`src/rtl/trap_sequencer_if.sv`:
```
// Trap sequencer bus: interrupt/commit inputs, CSR write strobes and the fetch redirect handshake.
interface trap_sequencer_if #(
    parameter int unsigned XLEN = 32
);
    logic            interrupt;
    logic [4:0]      int_code;
    logic [XLEN-1:0] pc_addr;
    logic            exc_valid;
    logic [4:0]      exc_code;
    logic            mret;
    logic            commit_valid;
    logic [XLEN-1:0] commit_pc;
    logic            pipe_empty;
    logic [XLEN-1:0] next_pc;
    logic [XLEN-1:0] mepc_q;
    logic            redirect_ready;

    logic            stall_fetch;
    logic            flush;
    logic            csr_we_mepc;
    logic [XLEN-1:0] mepc_wdata;
    logic            csr_we_mcause;
    logic [XLEN-1:0] mcause_wdata;
    logic            csr_trap_mstatus;
    logic            csr_mret_mstatus;
    logic            redirect_valid;
    logic [XLEN-1:0] redirect_pc;
    logic            busy;

    modport master (
        input  interrupt, int_code, pc_addr, exc_valid, exc_code, mret,
               commit_valid, commit_pc, pipe_empty, next_pc, mepc_q, redirect_ready,
        output stall_fetch, flush, csr_we_mepc, mepc_wdata, csr_we_mcause, mcause_wdata,
               csr_trap_mstatus, csr_mret_mstatus, redirect_valid, redirect_pc, busy
    );

    modport slave (
        output interrupt, int_code, pc_addr, exc_valid, exc_code, mret,
               commit_valid, commit_pc, pipe_empty, next_pc, mepc_q, redirect_ready,
        input  stall_fetch, flush, csr_we_mepc, mepc_wdata, csr_we_mcause, mcause_wdata,
               csr_trap_mstatus, csr_mret_mstatus, redirect_valid, redirect_pc, busy
    );
endinterface

```
`src/rtl/trap_sequencer.sv`:
```
// Trap entry/return sequencer: drain or flush the pipe, write mepc/mcause/mstatus,
// then hold a fetch redirect until it is accepted.
module trap_sequencer #(
    parameter int unsigned XLEN = 32
) (
    input logic              clk,
    input logic              reset,
    trap_sequencer_if.master bus
);
    localparam int unsigned CODE_W = 5;

    typedef enum logic [1:0] {
        ST_IDLE,
        ST_DRAIN,
        ST_WRITE,
        ST_REDIRECT
    } state_e;

    state_e          state_q, state_d;
    logic [XLEN-1:0] epc_q, epc_d;
    logic [XLEN-1:0] cause_q, cause_d;
    logic [XLEN-1:0] tgt_q, tgt_d;
    logic            is_mret_q, is_mret_d;
    logic            first_q, first_d;

    // Cause layout: interrupt flag in the MSB, code in the low bits, zeros between.
    function automatic logic [XLEN-1:0] mk_cause(input logic irq, input logic [CODE_W-1:0] code);
        logic [XLEN-1:0] c;
        c               = '0;
        c[XLEN-1]       = irq;
        c[CODE_W-1:0]   = code;
        return c;
    endfunction

    assign bus.busy = (state_q != ST_IDLE);

    always_ff @(posedge clk) begin
        if (reset) begin
            state_q   <= ST_IDLE;
            epc_q     <= '0;
            cause_q   <= '0;
            tgt_q     <= '0;
            is_mret_q <= 1'b0;
            first_q   <= 1'b0;
        end else begin
            state_q   <= state_d;
            epc_q     <= epc_d;
            cause_q   <= cause_d;
            tgt_q     <= tgt_d;
            is_mret_q <= is_mret_d;
            first_q   <= first_d;
        end
    end

    always_comb begin
        state_d               = state_q;
        epc_d                 = epc_q;
        cause_d               = cause_q;
        tgt_d                 = tgt_q;
        is_mret_d             = is_mret_q;
        first_d               = 1'b0;
        bus.stall_fetch       = 1'b0;
        bus.flush             = 1'b0;
        bus.csr_we_mepc       = 1'b0;
        bus.mepc_wdata        = '0;
        bus.csr_we_mcause     = 1'b0;
        bus.mcause_wdata      = '0;
        bus.csr_trap_mstatus  = 1'b0;
        bus.csr_mret_mstatus  = 1'b0;
        bus.redirect_valid    = 1'b0;
        bus.redirect_pc       = '0;

        unique case (state_q)
            ST_IDLE: begin
                if (bus.exc_valid && bus.commit_valid) begin
                    epc_d     = bus.commit_pc;
                    cause_d   = mk_cause(1'b0, bus.exc_code);
                    bus.flush = 1'b1;
                    state_d   = ST_WRITE;
                end else if (bus.interrupt) begin
                    if (bus.commit_valid) begin
                        epc_d     = bus.commit_pc;
                        cause_d   = mk_cause(1'b1, bus.int_code);
                        bus.flush = 1'b1;
                        state_d   = ST_WRITE;
                    end else begin
                        state_d   = ST_DRAIN;
                    end
                end else if (bus.mret && bus.commit_valid) begin
                    is_mret_d = 1'b1;
                    tgt_d     = bus.mepc_q;
                    bus.flush = 1'b1;
                    first_d   = 1'b1;
                    state_d   = ST_REDIRECT;
                end
            end

            // Wait for a commit point or an empty pipe; the interrupt may withdraw meanwhile.
            ST_DRAIN: begin
                bus.stall_fetch = 1'b1;
                if (bus.exc_valid && bus.commit_valid) begin
                    epc_d     = bus.commit_pc;
                    cause_d   = mk_cause(1'b0, bus.exc_code);
                    bus.flush = 1'b1;
                    state_d   = ST_WRITE;
                end else if (!bus.interrupt) begin
                    state_d   = ST_IDLE;
                end else if (bus.commit_valid) begin
                    epc_d     = bus.commit_pc;
                    cause_d   = mk_cause(1'b1, bus.int_code);
                    bus.flush = 1'b1;
                    state_d   = ST_WRITE;
                end else if (bus.pipe_empty) begin
                    epc_d     = bus.next_pc;
                    cause_d   = mk_cause(1'b1, bus.int_code);
                    bus.flush = 1'b1;
                    state_d   = ST_WRITE;
                end
            end

            ST_WRITE: begin
                bus.csr_we_mepc      = 1'b1;
                bus.mepc_wdata       = epc_q;
                bus.csr_we_mcause    = 1'b1;
                bus.mcause_wdata     = cause_q;
                bus.csr_trap_mstatus = 1'b1;
                bus.flush            = 1'b1;
                bus.stall_fetch      = 1'b1;
                is_mret_d            = 1'b0;
                first_d              = 1'b1;
                state_d              = ST_REDIRECT;
            end

            // pc_addr is taken on the first cycle and then held in tgt_q so the target cannot move.
            ST_REDIRECT: begin
                bus.redirect_valid = 1'b1;
                bus.stall_fetch    = 1'b1;
                if (first_q && !is_mret_q) begin
                    bus.redirect_pc = bus.pc_addr;
                    tgt_d           = bus.pc_addr;
                end else begin
                    bus.redirect_pc = tgt_q;
                end
                bus.csr_mret_mstatus = first_q && is_mret_q;
                if (bus.redirect_ready) begin
                    state_d = ST_IDLE;
                end
            end

            default: state_d = ST_IDLE;
        endcase
    end
endmodule

```
`src/flat_wrapper.sv`:
```
// flat-port wrapper written by rule: the top's interface ports become plain ports
module trap_sequencer_flat 
#(
    parameter int unsigned XLEN = 32
)
  (clk, reset, bus_interrupt, bus_int_code, bus_pc_addr, bus_exc_valid, bus_exc_code, bus_mret, bus_commit_valid, bus_commit_pc, bus_pipe_empty, bus_next_pc, bus_mepc_q, bus_redirect_ready, bus_stall_fetch, bus_flush, bus_csr_we_mepc, bus_mepc_wdata, bus_csr_we_mcause, bus_mcause_wdata, bus_csr_trap_mstatus, bus_csr_mret_mstatus, bus_redirect_valid, bus_redirect_pc, bus_busy);
  trap_sequencer_if #(.XLEN(XLEN)) bus_i ();
  input logic clk;
  input logic reset;
  input wire logic [$bits(bus_i.interrupt)-1:0] bus_interrupt;
  input wire logic [$bits(bus_i.int_code)-1:0] bus_int_code;
  input wire logic [$bits(bus_i.pc_addr)-1:0] bus_pc_addr;
  input wire logic [$bits(bus_i.exc_valid)-1:0] bus_exc_valid;
  input wire logic [$bits(bus_i.exc_code)-1:0] bus_exc_code;
  input wire logic [$bits(bus_i.mret)-1:0] bus_mret;
  input wire logic [$bits(bus_i.commit_valid)-1:0] bus_commit_valid;
  input wire logic [$bits(bus_i.commit_pc)-1:0] bus_commit_pc;
  input wire logic [$bits(bus_i.pipe_empty)-1:0] bus_pipe_empty;
  input wire logic [$bits(bus_i.next_pc)-1:0] bus_next_pc;
  input wire logic [$bits(bus_i.mepc_q)-1:0] bus_mepc_q;
  input wire logic [$bits(bus_i.redirect_ready)-1:0] bus_redirect_ready;
  output wire logic [$bits(bus_i.stall_fetch)-1:0] bus_stall_fetch;
  output wire logic [$bits(bus_i.flush)-1:0] bus_flush;
  output wire logic [$bits(bus_i.csr_we_mepc)-1:0] bus_csr_we_mepc;
  output wire logic [$bits(bus_i.mepc_wdata)-1:0] bus_mepc_wdata;
  output wire logic [$bits(bus_i.csr_we_mcause)-1:0] bus_csr_we_mcause;
  output wire logic [$bits(bus_i.mcause_wdata)-1:0] bus_mcause_wdata;
  output wire logic [$bits(bus_i.csr_trap_mstatus)-1:0] bus_csr_trap_mstatus;
  output wire logic [$bits(bus_i.csr_mret_mstatus)-1:0] bus_csr_mret_mstatus;
  output wire logic [$bits(bus_i.redirect_valid)-1:0] bus_redirect_valid;
  output wire logic [$bits(bus_i.redirect_pc)-1:0] bus_redirect_pc;
  output wire logic [$bits(bus_i.busy)-1:0] bus_busy;
  assign bus_i.interrupt = bus_interrupt;
  assign bus_i.int_code = bus_int_code;
  assign bus_i.pc_addr = bus_pc_addr;
  assign bus_i.exc_valid = bus_exc_valid;
  assign bus_i.exc_code = bus_exc_code;
  assign bus_i.mret = bus_mret;
  assign bus_i.commit_valid = bus_commit_valid;
  assign bus_i.commit_pc = bus_commit_pc;
  assign bus_i.pipe_empty = bus_pipe_empty;
  assign bus_i.next_pc = bus_next_pc;
  assign bus_i.mepc_q = bus_mepc_q;
  assign bus_i.redirect_ready = bus_redirect_ready;
  assign bus_stall_fetch = bus_i.stall_fetch;
  assign bus_flush = bus_i.flush;
  assign bus_csr_we_mepc = bus_i.csr_we_mepc;
  assign bus_mepc_wdata = bus_i.mepc_wdata;
  assign bus_csr_we_mcause = bus_i.csr_we_mcause;
  assign bus_mcause_wdata = bus_i.mcause_wdata;
  assign bus_csr_trap_mstatus = bus_i.csr_trap_mstatus;
  assign bus_csr_mret_mstatus = bus_i.csr_mret_mstatus;
  assign bus_redirect_valid = bus_i.redirect_valid;
  assign bus_redirect_pc = bus_i.redirect_pc;
  assign bus_busy = bus_i.busy;
  trap_sequencer #(.XLEN(XLEN)) u_core (.clk(clk), .reset(reset), .bus(bus_i));
endmodule
```
`config.mk`:
```
export PLATFORM = sky130hd
export DESIGN_NAME = trap_sequencer_flat
export DESIGN_NICKNAME = d
export VERILOG_FILES = /design/src/rtl/trap_sequencer_if.sv /design/src/rtl/trap_sequencer.sv /design/src/flat_wrapper.sv
export SDC_FILE = /design/constraint.sdc
export NUM_CORES = 1
export LEC_CHECK = 0
export ABC_AREA = 1
export CAP_MARGIN = 5
export CORE_MARGIN = 1
export CORE_UTILIZATION = 35
export CTS_CLUSTER_DIAMETER = 120
export DETAILED_ROUTE_END_ITERATION = 6
export PLACE_DENSITY = 0.78
export SYNTH_ARGS = -nofsm -noshare
export SYNTH_HDL_FRONTEND = slang
export SYNTH_SLANG_ARGS = --single-unit
```
`constraint.sdc`:
```
create_clock -name clk -period 1.5 [get_ports clk]
set_input_delay 0.15 -clock clk [delete_from_list [all_inputs] [get_ports clk]]
set_output_delay 0.15 -clock clk [all_outputs]
set_load 0.02 [all_outputs]
```
==> reports/metrics.cfg <==
[outcome]
status=finished, violations left
violations=negative setup slack

[grt]
gr-total-overflow=0
track_usage=0.221
antenna_found_initial=0
grt_pass1_vias=5815
grt_start_max_net_pins=51
grt_pass1_wl_um=28100

[clock_network]
clockBufferDepth=2
cts.sinks=74
cts_max_level=3
cts_buffers=9
holdBufCountCts=0
clock-root-buffer=clkbuf_16
cts_tree=yes
clk_latency_ps=340
clk_pin_slew_ps=60

[cells_and_area]
post-route-cell-area_um2=9680
diodes=0
instances_no_fill=1478
final_net_count=1436
syn2layout_area_growth_pct=80.4
drive_gt1_frac=0.287

[timing]
worst_slack_ps=-119
rsz0062_at_grt=yes
fmax_ghz=0.618
skew_ps=4.95
period_minus_slack_ps=1620
drv_slew=0
finalSetupViolCount=137
finalHoldViolCount=0
finalCritPeriodShare=1.08

[place]
port_buffers=223
dp_cells=1437
place_hpwl_um=11800
place_congestion=0.811
dpl_cell_area_um2=8050
dp_slack_ps=-609

[drt]
via_per_inst=4.53
ant_nets=0
dr.pass1.iters=5
drt_wl_total_um=19800
route.vias.total=6694
drc=0
initialDrtViolationCount=434
wl_per_cell_um=13.4

[critical_path]
path_cells=inv_4 -> nor2_4 -> inv_4 -> buf_12 -> nor2_2 -> buf_4
endpoint_kind=output port
crit_required_ps=1350
path_delay_family=buffers and inverters
crit_fanout=14
slowest_delay_ps=420
path_class=register to output port
cp_slowest_cell=dfxtp_4
crit_buf_inv=4
crit_arrival_ps=1470
start_kind=register
cp_common_cell=inv_4

[power]
cellLeakagePower_nw=5.11
total_power_mw=9.35
irDropWorstVdd_mv=0.562
power_density_nw_per_um2=966

[min_path]
worst_hold_path_type=primary input to register

[die]
start_util=0.364
core_um2=14800
rows=44
dieHeight_um=126
die-area_um2=15800
io_pins=250
die_w_um=126

[run]
cap_violations=0

[synthesis]
syn_inst=1035
synth_cell_types=18
ys_ff_latch=74
syn_avg_cell_area_um2=5.18
synth_warnings=0
syn_area_um2=5370
ys_seq_area_frac=0.276

synth_stat cells:
library cell / count / share of area
nand2_1: 386 / 0.27
nor2_1: 223 / 0.16
inv_1: 178 / 0.12
dfxtp_1: 74 / 0.28
nand3_1: 42 / 0.039
a21oi_1: 35 / 0.033
buf_4: 35 / 0.049
buf_2: 23 / 0.021
clkbuf_1: 21 / 0.015
inv_2: 4 / 0.0028
buf_1: 3 / 0.0021
nand2_2: 2 / 0.0023
nor2_2: 2 / 0.0023
o21ai_0: 2 / 0.0019
o21ai_1: 2 / 0.0019
conb_1: 1 / 0.00070
nand4_1: 1 / 0.0012
or2_2: 1 / 0.0012
worst reg2reg max path, stage by stage, from the launching register on:
cell	delay, ps
dfxtp_4	420
buf_6	130
nor2_4	40
buf_8	120
nand2_4	60
nor2_4	40
nor2_4	300
buf_12	220
nand2_1	70
nand2_1	60
nor2_1	40
final cells by class:
class,count,area (um2)
flip-flops and latches,74,1490
repair buffers,301,3420
well taps,184,230
clock buffers,13,270
fillers,1258,5070
multi-input cells,722,3520
clock inverters,2,35.0
inverters,182,716
layer usage:
layer  vias to the layer above  global-route usage  routed length [um]
met2                       174               0.380                9830
met3                        34              0.0306                 885
met4                         0              0.0858                 454
met5                         -                   0                   0
li1                       3450                   -                   -
met1                      3036               0.281                8660
flip-flops by register name (all words and copies together) (netlist names):
register	cells
u_core.epc_q	32
u_core.first_q	1
u_core.is_mret_q	1
u_core.state_q	2
u_core.cause_q	6
u_core.tgt_q	32
cells by family (layout without fill, tap and decap cells):
family / count (synthesis) / count (layout) / synth area share
AOI/OAI and AO/OA: 39 / 39 / 0.0364
DFF: 74 / 74 / 0.276
buffers and inverters: 264 / 498 / 0.215
and+or+nand+nor: 657 / 657 / 0.472
other: 1 / 26 / 0.000699
through the flow:
stage | hold WS [ps] | util | setup TNS [ps]
final | 419 | 0.656 | -9180
after global routing | 438 | 0.656 | -17500
after CTS | 401 | 0.588 | -4590
after detailed placement | 472 | 0.546 | -42670
after global placement | 457 | 0.546 | -38140
after floorplan | 219 | - | 0
worst paths after layout:
path                     start           endpoint  slack (ps)  depth (start not counted)
max          u_core.state_q[1]  bus_mepc_wdata[6]        -120                          6
min              bus_interrupt     u_core.first_q         420                          5
max reg2reg  u_core.state_q[1]    u_core.epc_q[8]        -110                         10
min reg2reg   u_core.epc_q[31]   u_core.epc_q[31]         480                          2
placed cells by master (no fill, tap or decap), types with 2 or more instances in the layout:
master,count
inv_1,144
buf_6,70
buf_12,13
conb_1,26
nand3_1,8
dfxtp_2,3
nand2_1,326
inv_2,32
nand2_4,10
clkbuf_8,3
buf_4,46
a21oi_1,34
nand3_2,29
clkbuf_16,19
nand2_2,50
nor2_2,41
nand2_8,2
dlymetal6s2s_1,2
nor2_4,18
nand3_4,5
dfxtp_1,70
inv_4,3
buf_2,3
clkdlybuf4s50_1,142
buf_8,6
nor2_1,166
buf_16,8
power breakdown:
| group | switching [mW] | internal, mW |
|---|---|---|
| Clock | 0.850 | 1.41 |
| Sequential | 0.151 | 2.32 |
| Combinational | 2.49 | 2.13 |
repair_timing:
item,4_1_cts,5_1_grt
buffers inserted,3,6
setup endpoints to repair,148,145
pin swaps,1,21
gates cloned,7,11
gates resized for setup,485,230
Note: power is estimated with default switching activity, not from simulation.
